--- config.mk ---
export PLATFORM = sky130hd
export DESIGN_NAME = async_fifo
export DESIGN_NICKNAME = d
export VERILOG_FILES = /design/src/rtl/async_fifo.sv
export SDC_FILE = /design/constraint.sdc
export NUM_CORES = 1
export LEC_CHECK = 0
export ABC_AREA = 1
export CORE_UTILIZATION = 55
export DETAILED_ROUTE_END_ITERATION = 10
export PLACE_DENSITY = 0.77
export SYNTH_ARGS = -nofsm -noshare
export SYNTH_HDL_FRONTEND = slang
export SYNTH_SLANG_ARGS = --single-unit
--- constraint.sdc ---
create_clock -name clk -period 2.7 [get_ports clk]
set_clock_uncertainty 0.05 [all_clocks]
set_input_delay 0.675 -clock clk [delete_from_list [all_inputs] [get_ports clk]]
set_output_delay 0.675 -clock clk [all_outputs]
set_load 0.02 [all_outputs]
--- src/rtl/async_fifo.sv ---
// Single-clock FIFO with registered flags-from-count, watermarks and a
// standard or first-word-fall-through read port; storage style is selectable.
module async_fifo #(
  parameter int    DATA_WIDTH = 8,
  parameter int    ADDR_WIDTH = 4,
  parameter string RAM_STYLE  = "distributed",
  parameter int    TH_WR      = 1,
  parameter int    TH_RD      = 1,
  parameter int    FWFT_EN    = 1
) (
  input  logic                  clk,
  input  logic                  rst_n,
  input  logic [DATA_WIDTH-1:0] din,
  input  logic                  wr_en,
  output logic                  full,
  output logic                  almost_full,
  output logic [DATA_WIDTH-1:0] dout,
  input  logic                  rd_en,
  output logic                  empty,
  output logic                  almost_empty
);

  localparam int              DEPTH    = 2 ** ADDR_WIDTH;
  localparam int              CW       = ADDR_WIDTH + 1;
  localparam logic [CW-1:0]   DEPTH_C  = CW'(DEPTH);
  localparam logic [CW-1:0]   AF_LEVEL = CW'(DEPTH - TH_WR);
  localparam logic [CW-1:0]   AE_LEVEL = CW'(TH_RD);
  localparam logic [CW-1:0]   ONE_C    = CW'(1);

  logic [ADDR_WIDTH-1:0] wr_ptr;
  logic [ADDR_WIDTH-1:0] rd_ptr;
  logic [ADDR_WIDTH-1:0] rd_ptr_nxt;
  logic [CW-1:0]         count;
  logic                  do_wr;
  logic                  do_rd;
  logic [DATA_WIDTH-1:0] head_word;
  logic [DATA_WIDTH-1:0] next_word;
  logic [DATA_WIDTH-1:0] dout_nxt;

  // Handshake: a request is accepted only when its side is not blocked;
  // full blocks writes, empty blocks reads, each independently.
  assign do_wr      = wr_en && !full;
  assign do_rd      = rd_en && !empty;
  assign rd_ptr_nxt = rd_ptr + 1'b1;

  generate
    if (RAM_STYLE == "block") begin : g_ram
      (* ram_style = "block" *) logic [DATA_WIDTH-1:0] mem [DEPTH];
      always_ff @(posedge clk) begin
        if (do_wr) mem[wr_ptr] <= din;
      end
      assign head_word = mem[rd_ptr];
      assign next_word = mem[rd_ptr_nxt];
    end else begin : g_ram
      (* ram_style = "distributed" *) logic [DATA_WIDTH-1:0] mem [DEPTH];
      always_ff @(posedge clk) begin
        if (do_wr) mem[wr_ptr] <= din;
      end
      assign head_word = mem[rd_ptr];
      assign next_word = mem[rd_ptr_nxt];
    end
  endgenerate

  always_ff @(posedge clk or negedge rst_n) begin
    if (!rst_n) begin
      wr_ptr <= '0;
      rd_ptr <= '0;
      count  <= '0;
    end else begin
      if (do_wr) wr_ptr <= wr_ptr + 1'b1;
      if (do_rd) rd_ptr <= rd_ptr_nxt;
      if (do_wr && !do_rd)      count <= count + 1'b1;
      else if (do_rd && !do_wr) count <= count - 1'b1;
    end
  end

  // FWFT keeps dout equal to the head word: on a read it loads the word
  // behind the head, or bypasses din when that word is being written now.
  always_comb begin
    dout_nxt = dout;
    if (FWFT_EN != 0) begin
      if (do_rd) begin
        if (count > ONE_C) dout_nxt = next_word;
        else if (do_wr)    dout_nxt = din;
      end else if (empty && do_wr) begin
        dout_nxt = din;
      end
    end else if (do_rd) begin
      dout_nxt = head_word;
    end
  end

  always_ff @(posedge clk or negedge rst_n) begin
    if (!rst_n) dout <= '0;
    else        dout <= dout_nxt;
  end

  assign full         = (count == DEPTH_C);
  assign empty        = (count == '0);
  assign almost_full  = (count >= AF_LEVEL);
  assign almost_empty = (count <= AE_LEVEL);

endmodule

# Yosys cells after proc, flatten, opt, wreduce, memory -nomap -nowiden
# Memories as Yosys holds them, arrays and structs flattened.
# Cells that the tools add are included.
word_totals:
  memories: 1
  regBits: 21
  elab_cells: 35
  output_inout_bits: 12
  in_bits: 12
  mem_bits_rw: 128
classes:
  n_eq_ne: 2
  mux: 8
  order_cmp: 3
  add_sub_neg: 4
  n_reduce_logical: 13
memory_table:
  columns: ["name", "depth", "word_bits", "rd", "rd_clocked_by_memory_dff", "wr", "line", "rtl"]
  rows:
  - ["g_ram.mem", 16, 8, 1, 0, 1, "55", "(* ram_style = \"distributed\" *) logic [DATA_WIDTH-1:0] mem [DEPTH];"]
ops:
  columns: ["op", "n"]
  rows:
  - ["2-to-1 mux 8 bit", 4]
  - ["2-to-1 mux 5 bit", 2]
  - ["adder 4 x 1 -> 4 bit, second input constant", 2]
  - ["adder 5 x 1 -> 5 bit, second input constant", 1]
  - ["equality test 5 bit, second input constant", 1]
  - [">= comparator 5 x 4 -> 1 bit, second input constant", 1]
  - ["> comparator 5 x 1 -> 1 bit, second input constant", 1]
  - ["<= comparator 5 x 1 -> 1 bit, second input constant", 1]
  - ["logical AND 1 bit", 5]
  - ["zero test 5 bit", 1]
  - ["subtractor 5 x 1 -> 5 bit, second input constant", 1]
  - ["zero test 1 bit", 4]
  - ["nonzero test 2 bit", 2]
  - ["!= test 3 x 2 -> 1 bit, second input constant", 1]
  - ["2-to-1 mux 1 bit", 2]
  - ["AND reduction 2 bit", 1]

# Depth between registers and ports, before layout
# Gate-level depths: netlist of run 1.
depth:
  word_depth: 7
  depth_mapped: 13
  ltp_nobuf: 11

# Worst setup path after synthesis of run 1
# No wires, ideal clock.
synth_path:
  kind: "flip-flop to flip-flop"
  from: "register count[0]"
  to: "register count[2]"
  synth_period_minus_slack_ns: 2.063
  setup_slack_ns: 0.637
  path_stages_with_launch: 13
  setup_time_ns: 0.118
  path_buffers: 2
  required_ns: 2.532
  arrival_ns: 1.895
  path_cell_list: "dfrtp_1 -> inv_1 -> ha_1 -> nand3_2 -> nand2_2 -> buf_6 -> inv_1 -> ha_1 -> clkbuf_1 -> a21oi_1 -> o21ai_0 -> xor2_1 -> inv_1"
synth_via:
  elab_chain_len: 6
  elab_cells_between_ends: 15
  cone_classes: "add/sub: 2; eq/ne: 1; mux: 2; reduce/logical: 10"
synth_rtl:
  columns: ["item", "line", "rtl"]
  rows:
  - ["from (decl)", "33", "logic [CW-1:0] count;"]
  - ["from (signal assigned)", "72", "if (do_wr && !do_rd) count <= count + 1'b1;"]
  - ["from (signal assigned)", "73", "else if (do_rd && !do_wr) count <= count - 1'b1;"]
  - ["parallel branches: the longest is 6 deep, another holds subtractor 5 x 1 -> 5 bit", null, null]
# Parallel ways; which one is timed is not known. The select of a mux whose other input is x is not followed.
# A chain may end at the register's enable or synchronous reset.

# Worst setup path after layout of run 1
layout_path:
  from: "register count[1]"
  to: "output port almost_empty"
layout_via:
  elab_chain_len: 1
layout_rtl:
  columns: ["item", "line", "rtl"]
  rows:
  - ["<= comparator 5 x 1 -> 1 bit", "101", "assign almost_empty = (count <= AE_LEVEL);"]
  - ["to (decl)", "20", "output logic almost_empty"]
# No other way between the ends.

==> reports/metrics.yaml, run 1 <==
power.leakage_nw: 3.412
worst-endpoint-arrival_ns: 1.82
cts_num_sinks: 149
routed-via-count: 4657
hold_class: "flip-flop to flip-flop"
path_cells: "inv_1 -> ha_1 -> nand2_1 -> a21oi_2 -> dlygate4sd2_1"
worstSetupEndpoint: "almost_empty"
stdcell_count: 873
worst-r2r-setup-slack_ns: 0.48
critPathCaptureType: "output pin"
antenna_found_initial: 0
drt-vias-per-instance: 5.334
fin_tns_setup_ns: 0
power_density_nw_per_um2: 1155
reg2regPathDepth: 10
grt_setup_unrepaired: "no"
cts_inserted_buffers: 17
fp.coreArea_um2: 11960
port_buffers: 23
finalWorstSetupSlack_ns: 0.1514
worstPathRequired_ns: 1.98
total_die_area_um2: 12700
max-vdd-ir-drop_mv: 0.8608
gr-usage-all-layers_pct: 24.84
synth-xor-area-share_pct: 1.894
dieHeight_um: 112.7
cts_clock_pin_slew_for_the_worst_setup_and_hold_paths_ns: 0.06
grt_pass1_wl_um: 23120
synth_top_family_by_area: "simple AND/OR/NAND/NOR gates"
num-fill-cells: 900
reg2reg_from: "count[0]"
synthToLayoutAreaGrowth_pct: 16.21
max_cap_violations: 0
rows: 40
grt_start_max_net_pins: 38
floorplan.die.width_um: 112.7
synthesized_area_fraction_occupied_by_ao_oa_aoi_and_oai_cells_pct: 1.151
timing_worst_slew_pin_value_ns: 0.6832
worstPathMaxFanout: 5
synth.yosys.warnings: 0
initial_utilization_pct: 56.33
place_hpwl_um: 9437
upper_clock_frequency_limit_mhz: 392.4
first_global_vias: 4704
yosys_register_bits: 149
globalRouteOverflowTotal: 0
fin_crit_ns: 2.549
critical_path_startpoint_category: "flip-flop"
report.final.setup_viol: 0
cts_htree_levels: 4
worst-setup-path-type: "flip-flop to output pin"
hold_viol_final: 0
routedWlPerCell_um: 16.53
synth.net_count: 690
dominantRegCellSynth: "sky130_fd_sc_hd__edfxtp_1"
synth.avg_cell_area_um2: 10.12
wl_um: 14430
postCtsHoldBufs: 0
cts_max_path_buffers: 2
placed_cells: 841
placed_cell_area_um2: 7241
cts_root_buffer: "sky130_fd_sc_hd__clkbuf_16"
timing.slew.headroom_pct: 54.31
nNetsFinal: 737
post-route-cell-area_um2: 7830
critical-path-slowest-cell: "sky130_fd_sc_hd__dfrtp_1"
drt-pass1-iter-count: 5
rr_endpoint: "count[2]"
gp_congestion: 0.9541
ys_types: 28
tritoncts_clock_tree: "built"
pre_cts_slack_ns: 0.2329
clk-insertion-delay-late_ns: 0.42
timing_max_transition_violations_final: 0
whs_ns: 0.4238
run_status: "finished, final reports clean"
diode_insertion_count_for_antenna_repair: 0
syn_area_um2: 6738
antenna_violating_nets_post_route: 0
synth-edff-count: 128
min_period_over_period_pct: 94.39
async_flop_share_pct: 14.09
synthesis.instances: 666
drt_first_iter_violations: 436
critical_path_s_largest_stage_delay_ns: 0.41
crit_path_start: "count[1]"
route.detailed.drc: 0
synthMuxAreaShare_pct: 0
boundaryPins: 24
layout-drive-gt1-share_pct: 11.16
yosysSeqAreaShare_pct: 64.85
yosys.area_share.simple_pct: 22.99
post_synth_fa_ha_maj_area_fraction_pct: 2.228
[metal layers]
layer | share of wire (%) | routed length [um] | GRT usage [%] | vias up
li1 | - | - | - | 2246
met1 | 41 | 5987 | 31.59 | 2224
met2 | 51 | 7290 | 41.36 | 167
met3 | 6.5 | 944 | 5.508 | 20
met4 | 1.5 | 210 | 10.40 | 0
met5 | 0 | 0 | 0 | -
[what timing repair did]
| action | 4_1_cts | 5_1_grt |
|---|---|---|
| buffers inserted | 0 | 0 |
| resized for setup | 4 | 1 |
| hold endpoints to repair | 0 | 0 |
| endpoints found under the setup margin | 4 | 1 |
[kinds of logic (layout without fill, tap and decap cells)]
| kind of cell | Yosys count | after routing |
|---|---|---|
| AO/OA/AOI/OAI | 14 | 14 |
| XOR/XNOR | 12 | 12 |
| adder cells (fa/ha/maj) | 12 | 12 |
| buffers and inverters | 110 | 170 |
| flip-flops | 149 | 149 |
| AND/OR/NAND/NOR | 369 | 369 |
[cell usage in the layout (no fill, tap or decap), drive strengths merged]
master         count
a21oi              4
buf               32
bufinv             3
clkbuf            21
clkdlybuf4s50     19
clkinv             6
clkinvlp           2
dfrtp             21
dlygate4sd2        4
edfxtp           128
ha                12
inv               83
nand2            238
nand3             93
nand4              1
nor2              35
nor3               2
o21ai             10
xnor2              3
xor2               9
[area by class of cell]
class | count | area (um^2) | area share [%]
sequential | 149 | 4372 | 55.83
multi-input combinational | 407 | 1904 | 24.32
timing repair buffer | 55 | 465.4 | 5.944
clock buffer | 21 | 460.4 | 5.880
inverter | 83 | 311.5 | 3.979
tap | 147 | 183.9 | 2.349
clock inverter | 11 | 132.6 | 1.694
[worst max-delay path: cells and delay by family, from the launching register on]
| kind | cells | cell delay [ns] |
|---|---|---|
| flops | 1 | 0.41 |
| compound gates | 1 | 0.24 |
| fa+ha+maj | 1 | 0.18 |
| buf+inv | 2 | 0.51 |
| simple gates | 1 | 0.07 |
[sequential cells by signal, summed over array words and instances, names as in the netlist]
| register | cells |
|---|---|
| g_ram.mem | 128 |
| dout | 8 |
| count | 5 |
| rd_ptr | 4 |
| wr_ptr | 4 |
[where the power goes]
part           leakage (nW)  internal [mW]  switching [mW]
clock network         0.288           1.49           0.857
registers              1.41           2.86           0.193
logic                  1.72           1.20            2.44
total                  3.41           5.55            3.49
[synth_stat cells (3+ instances only)]
| cell | number | area, um^2 |
|---|---|---|
| sky130_fd_sc_hd__a21oi_1 | 3 | 15.01 |
| sky130_fd_sc_hd__buf_2 | 15 | 75.07 |
| sky130_fd_sc_hd__buf_6 | 3 | 33.78 |
| sky130_fd_sc_hd__clkbuf_1 | 6 | 22.52 |
| sky130_fd_sc_hd__dfrtp_1 | 21 | 525.5 |
| sky130_fd_sc_hd__edfxtp_1 | 128 | 3844 |
| sky130_fd_sc_hd__ha_1 | 12 | 150.1 |
| sky130_fd_sc_hd__inv_1 | 80 | 300.3 |
| sky130_fd_sc_hd__inv_2 | 3 | 11.26 |
| sky130_fd_sc_hd__nand2_1 | 236 | 885.9 |
| sky130_fd_sc_hd__nand3_1 | 90 | 450.4 |
| sky130_fd_sc_hd__nand3_2 | 3 | 30.03 |
| sky130_fd_sc_hd__nor2_1 | 30 | 112.6 |
| sky130_fd_sc_hd__nor2_2 | 4 | 25.02 |
| sky130_fd_sc_hd__o21ai_0 | 9 | 45.04 |
| sky130_fd_sc_hd__xor2_1 | 8 | 70.07 |
[worst min-delay path by stage]
stage / cells after the start / slack (ns) / endpoint / startpoint
finish: 2 / 0.42 / dout[3] / dout[3]
detailed placement: 2 / 0.41 / dout[3] / dout[3]
global placement: 2 / 0.42 / dout[3] / dout[3]
global route: 2 / 0.45 / dout[3] / dout[3]
floorplan: 0 / 0.33 / count[0] / rst_n
CTS: 2 / 0.43 / dout[3] / dout[3]
[through the flow]
| stage | total power [mW] | util (%) |
|---|---|---|
| 4_1_cts | 9.048 | 65.45 |
| 2_1_floorplan | 5.572 | - |
| 3_5_place_dp | 6.688 | 60.53 |
| 3_3_place_gp | 6.600 | 60.53 |
| 5_1_grt | 9.570 | 65.46 |
| 6_report | 9.045 | 65.46 |
(Power assumes the default switching activity.)
==> inputs of run 2 (changes only) <==
==> constraint.sdc (replaced) <==
create_clock -name clk -period 2.7 [get_ports clk]
set_clock_uncertainty 0.05 [all_clocks]
set_input_delay 0.27 -clock clk [delete_from_list [all_inputs] [get_ports clk]]
set_output_delay 0.27 -clock clk [all_outputs]
set_load 0.02 [all_outputs]
==> run 2 against run 1 <==
Net effect: critical endpoint is now almost_full; flip-flop and latch count is the same; clock power grew 12%; sequential power is essentially flat; combinational power shrank 1%; global-route usage grew 0.77 points; maximum frequency grew 3.2%; largest cell class unchanged.
==> reports/metrics.yaml, run 2 (synthesis gave the netlist of run 1 again) <==
layout.cells.most_common_list: "236 x sky130_fd_sc_hd__nand2_1, 128 x sky130_fd_sc_hd__edfxtp_1, 90 x sky130_fd_sc_hd__nand3_1"
total_die_area_um2: 12700
max-vdd-ir-drop_mv: 0.7186
worst-endpoint-arrival_ns: 2.15
gp_congestion: 0.8907
min_period_over_period_pct: 91.50
critical_path_s_largest_stage_delay_ns: 0.63
path_cells: "ha_1 -> inv_1 -> nor3_1 -> ha_1 -> nor2_1 -> o21ai_0 -> clkdlybuf4s50_1"
first_global_vias: 4493
fin_crit_ns: 2.471
cts_max_path_buffers: 2
reg2reg_from: "count[0]"
nNetsFinal: 723
worstPathMaxFanout: 6
mostFrequentLayoutCell: "sky130_fd_sc_hd__nand2_1"
drt_first_iter_violations: 472
antenna_found_initial: 0
clk-insertion-delay-late_ns: 0.42
hold_viol_final: 0
critical_path_startpoint_category: "flip-flop"
total_power_mw: 9.289
cts_post_setup_buffers_inserted: 0
wl_um: 14850
max_cap_violations: 0
cts_repair_resize_count: 0
gr-usage-all-layers_pct: 25.60
whs_ns: 0.3376
rows: 40
layout-drive-gt1-share_pct: 9.410
grt_start_max_net_pins: 36
worst-setup-path-type: "flip-flop to output pin"
multi_input_area_um2: 1904
place_hpwl_um: 9498
postCtsHoldBufs: 0
timing_max_transition_violations_final: 0
worstPathRequired_ns: 2.38
worst-r2r-setup-slack_ns: 0.43
timing_worst_slew_pin_value_ns: 0.9741
diode_insertion_count_for_antenna_repair: 0
cts_root_buffer: "sky130_fd_sc_hd__clkbuf_16"
initial_utilization_pct: 56.33
crit_path_start: "count[0]"
hold_class: "primary input to asynchronous set/reset pin"
routedWlPerCell_um: 17.28
run_status: "finished, final reports clean"
layout_top_registers: "g_ram.mem (128), dout (8), count (5)"
floorplan.die.width_um: 112.7
cts_inserted_buffers: 17
regMostFlops: "g_ram.mem"
drt-vias-per-instance: 5.342
antenna_violating_nets_post_route: 0
port_buffers: 23
largest_register_ff_count: 128
report.final.setup_viol: 0
power_density_nw_per_um2: 1189
most_common_cell_type_on_the_critical_path: "sky130_fd_sc_hd__ha_1"
fin_tns_setup_ns: 0
timing.slew.headroom_pct: 34.86
power.leakage_nw: 3.362
critical-path-slowest-cell: "sky130_fd_sc_hd__clkdlybuf4s50_1"
cts_num_sinks: 149
grt_setup_unrepaired: "no"
critPathCaptureType: "output pin"
synthToLayoutAreaGrowth_pct: 15.95
fp.coreArea_um2: 11960
cts_clock_pin_slew_for_the_worst_setup_and_hold_paths_ns: 0.06
tritoncts_clock_tree: "built"
upper_clock_frequency_limit_mhz: 404.8
routed-via-count: 4589
reg2regPathDepth: 7
num-fill-cells: 877
dieHeight_um: 112.7
postLayoutCoreUtil_pct: 65.31
drt-pass1-iter-count: 5
globalRouteOverflowTotal: 0
route.detailed.drc: 0
boundaryPins: 24
cts_htree_levels: 4
layout.area.seq_um2: 4370
grt_pass1_wl_um: 23670
-- run 2: changes by cell type in the layout (fill, tap and decap cells not counted), sizes merged --
cell	before	now
clkdlybuf4s50	19	23
buf	32	18
bufinv	3	6
dlygate4sd2	4	0
clkbuf	21	20
clkinv	6	5
clkinvlp	2	1
-- run 2: through the flow --
stage               instance area (um^2)  std cells  worst slack [ns]
floorplan                           6738        666            0.6368
global placement                    7148        827            0.5367
detailed placement                  7148        827            0.4259
CTS                                 7812        859            0.2036
global route                        7812        859           0.07421
finish                              7812        859            0.2295
-- run 2: worst paths after layout --
kind,end
worst max-delay path,almost_full
worst min-delay path,dout[7]
worst max register to register,g_ram.mem[5][5]
worst min register to register,dout[6]
max in group asynchronous,rd_ptr[0]
min in group clk,dout[6]
-- run 2: layout make-up --
cell class	count	area share, %
clock inverters	12	2.915
well taps	147	2.354
inverters	83	3.988
clock buffers	20	5.589
multi-input cells	407	24.38
repair buffers	41	4.837
flip-flops and latches	149	55.94
-- run 2: layer usage --
layer  global-route usage, %  wire [um]  up-vias
li1                        -          -     2221
met2                   41.65       7213      174
met3                   6.210       1045       37
met5                       0          0        -
met4                   10.31        396        0
met1                   33.22       6192     2157
-- run 2: power by group --
group / switching (mW) / total, mW / internal, mW
clock network: 0.897 / 2.63 / 1.74
registers: 0.195 / 3.06 / 2.86
logic: 2.42 / 3.60 / 1.18
total: 3.51 / 9.29 / 5.78
-- run 2: critical path, delay by kind of cell (launching register included) --
family          cells  cell delay [ns]
buf+inv             2             0.68
flops               1             0.44
compound gates      1             0.08
fa+ha+maj           2             0.36
simple gates        2             0.17
==> inputs of run 3 (changes only) <==
DONT_BUFFER_PORTS = 1   (was not set)
PLACE_DENSITY = 0.74   (was 0.77)
==> run 3 against run 2 <==
Net effect: register-to-register slack got worse by 0.04 ns; sequential share of layout area increased by 1.1 points; clock power decreased by 5%; non-clock buffer count decreased by 10; core utilization decreased by 1.2 points; cell area decreased by 1.9%; count of clock-buffer cells in the layout decreased by 3; worst hold slack got worse by 0.31 ns; setup slack improved by 0.16 ns; power decreased by 1.8%; routed wire length increased by 0.34%; global-route usage increased by 0.078 points; critical path type is now flip-flop to flip-flop.
==> reports/metrics.yaml, run 3 (synthesis gave the netlist of run 1 again) <==
run_status: "finished, final reports clean"
largest_register_ff_count: 128
num-fill-cells: 918
antenna_found_initial: 2
layout_top_registers: "g_ram.mem (128), dout (8), count (5)"
route.detailed.drc: 0
power_density_nw_per_um2: 1190
wl_um: 14900
cts_max_path_buffers: 2
worst-endpoint-arrival_ns: 2.32
cts_root_buffer: "sky130_fd_sc_hd__clkbuf_16"
max-vdd-ir-drop_mv: 0.6753
layout.cells.most_common_list: "236 x sky130_fd_sc_hd__nand2_1, 128 x sky130_fd_sc_hd__edfxtp_1, 90 x sky130_fd_sc_hd__nand3_1"
nNetsFinal: 713
layout-drive-gt1-share_pct: 10.54
whs_ns: 0.02408
drt_first_iter_violations: 451
drt-vias-per-instance: 5.289
hold_path_startpoint: "din[2]"
post-route-cell-area_um2: 7666
mostFrequentLayoutCell: "sky130_fd_sc_hd__nand2_1"
cts_repair_resize_count: 0
power.leakage_nw: 3.311
fin_tns_setup_ns: 0
timing_worst_slew_pin_value_ns: 0.9554
crit_path_start: "count[0]"
gr-usage-all-layers_pct: 25.68
hold_class: "primary input to flip-flop"
globalRouteOverflowTotal: 0
worstPathRequired_ns: 2.71
routed-via-count: 4496
timing.slew.headroom_pct: 36.10
cts_clock_pin_slew_for_the_worst_setup_and_hold_paths_ns: 0.06
antenna_violating_nets_post_route: 0
tritoncts_clock_tree: "built"
report.final.setup_viol: 0
floorplan.die.width_um: 112.7
upper_clock_frequency_limit_mhz: 432.1
cts_htree_levels: 4
initial_utilization_pct: 56.33
clk-insertion-delay-late_ns: 0.42
grt_pass1_wl_um: 23640
hold_viol_final: 0
reg2reg_from: "count[0]"
postLayoutCoreUtil_pct: 64.09
fin_crit_ns: 2.314
cts_num_sinks: 149
boundaryPins: 24
total_die_area_um2: 12700
grt_setup_unrepaired: "no"
fp.coreArea_um2: 11960
place_hpwl_um: 9261
routedWlPerCell_um: 17.53
worstPathMaxFanout: 8
finalWorstSetupSlack_ns: 0.3859
min_period_over_period_pct: 85.71
port_buffers: 0
pre_cts_slack_ns: 0.4049
grt_start_max_net_pins: 34
timing_max_transition_violations_final: 0
drt-pass1-iter-count: 5
max_cap_violations: 0
placed_cell_area_um2: 6948
rows: 40
first_global_vias: 4440
gp_congestion: 0.8799
synthToLayoutAreaGrowth_pct: 13.78
worst-setup-path-type: "flip-flop to flip-flop"
critPathCaptureType: "flip-flop"
dieHeight_um: 112.7
cts_inserted_buffers: 17
regMostFlops: "g_ram.mem"
critical_path_startpoint_category: "flip-flop"
## run 3: changes by cell type in the layout (fill, tap and decap cells not counted), sizes merged
cell,before,now
clkdlybuf4s50,23,0
dlygate4sd3,0,9
buf,18,22
inv,83,87
clkbuf,20,17
clkinvlp,1,4
bufinv,6,4
clkinv,5,3
diode,0,1
## run 3: worst max-delay path: stages (launching register included)
cell,delay (ns)
sky130_fd_sc_hd__dfrtp_1,0.47
sky130_fd_sc_hd__inv_1,0.12
sky130_fd_sc_hd__ha_1,0.25
sky130_fd_sc_hd__nand3_2,0.09
sky130_fd_sc_hd__nand2_1,0.14
sky130_fd_sc_hd__inv_2,0.17
sky130_fd_sc_hd__nand2_1,0.15
sky130_fd_sc_hd__nor2_1,0.51
## run 3: timing repair
| item | in CTS | in global routing |
|---|---|---|
| hold endpoints to repair | 149 | 0 |
| hold buffers | 9 | 0 |
| setup buffers | 0 | 0 |
## run 3: area by class of cell
class                   count  area, um^2  area share, %
flip-flops and latches    149        4370          57.01
clock inverters            15       200.2          2.611
well taps                 147       183.9          2.399
inverters                  83       311.5          4.064
clock buffers              17       425.4          5.549
diodes                      1       2.502        0.03264
repair buffers             31       267.8          3.493
multi-input cells         407        1904          24.84
## run 3: metrics by stage
step                cells  power [mW]
global route          849       9.641
global placement      808       6.500
finish                850       9.125
CTS                   849       9.114
floorplan             666       5.572
detailed placement    808       6.563
## run 3: metal layers
metal | share of wire, % | vias to the layer above | GRT usage, %
met1 | 41 | 2100 | 31.89
met5 | 0.087 | - | 0
met3 | 7.4 | 33 | 8.477
met2 | 49 | 159 | 40.82
met4 | 2.9 | 2 | 12.18
li1 | - | 2202 | -
## run 3: worst paths after layout
path                                         to  slack (ns)  depth (start not counted)
worst max-delay path            g_ram.mem[2][7]        0.39                          7
worst min-delay path                    dout[2]        0.02                          4
worst max register to register  g_ram.mem[2][7]        0.39                          7
worst min register to register        rd_ptr[1]        0.51                          2
max in group asynchronous             rd_ptr[0]        1.56                          1
min in group asynchronous               dout[3]        0.39                          1
## run 3: power by group
| group | internal [mW] | switching, mW |
|---|---|---|
| registers | 2.86 | 0.287 |
| clock network | 1.55 | 0.943 |
| logic | 1.09 | 2.40 |
| total | 5.50 | 3.63 |
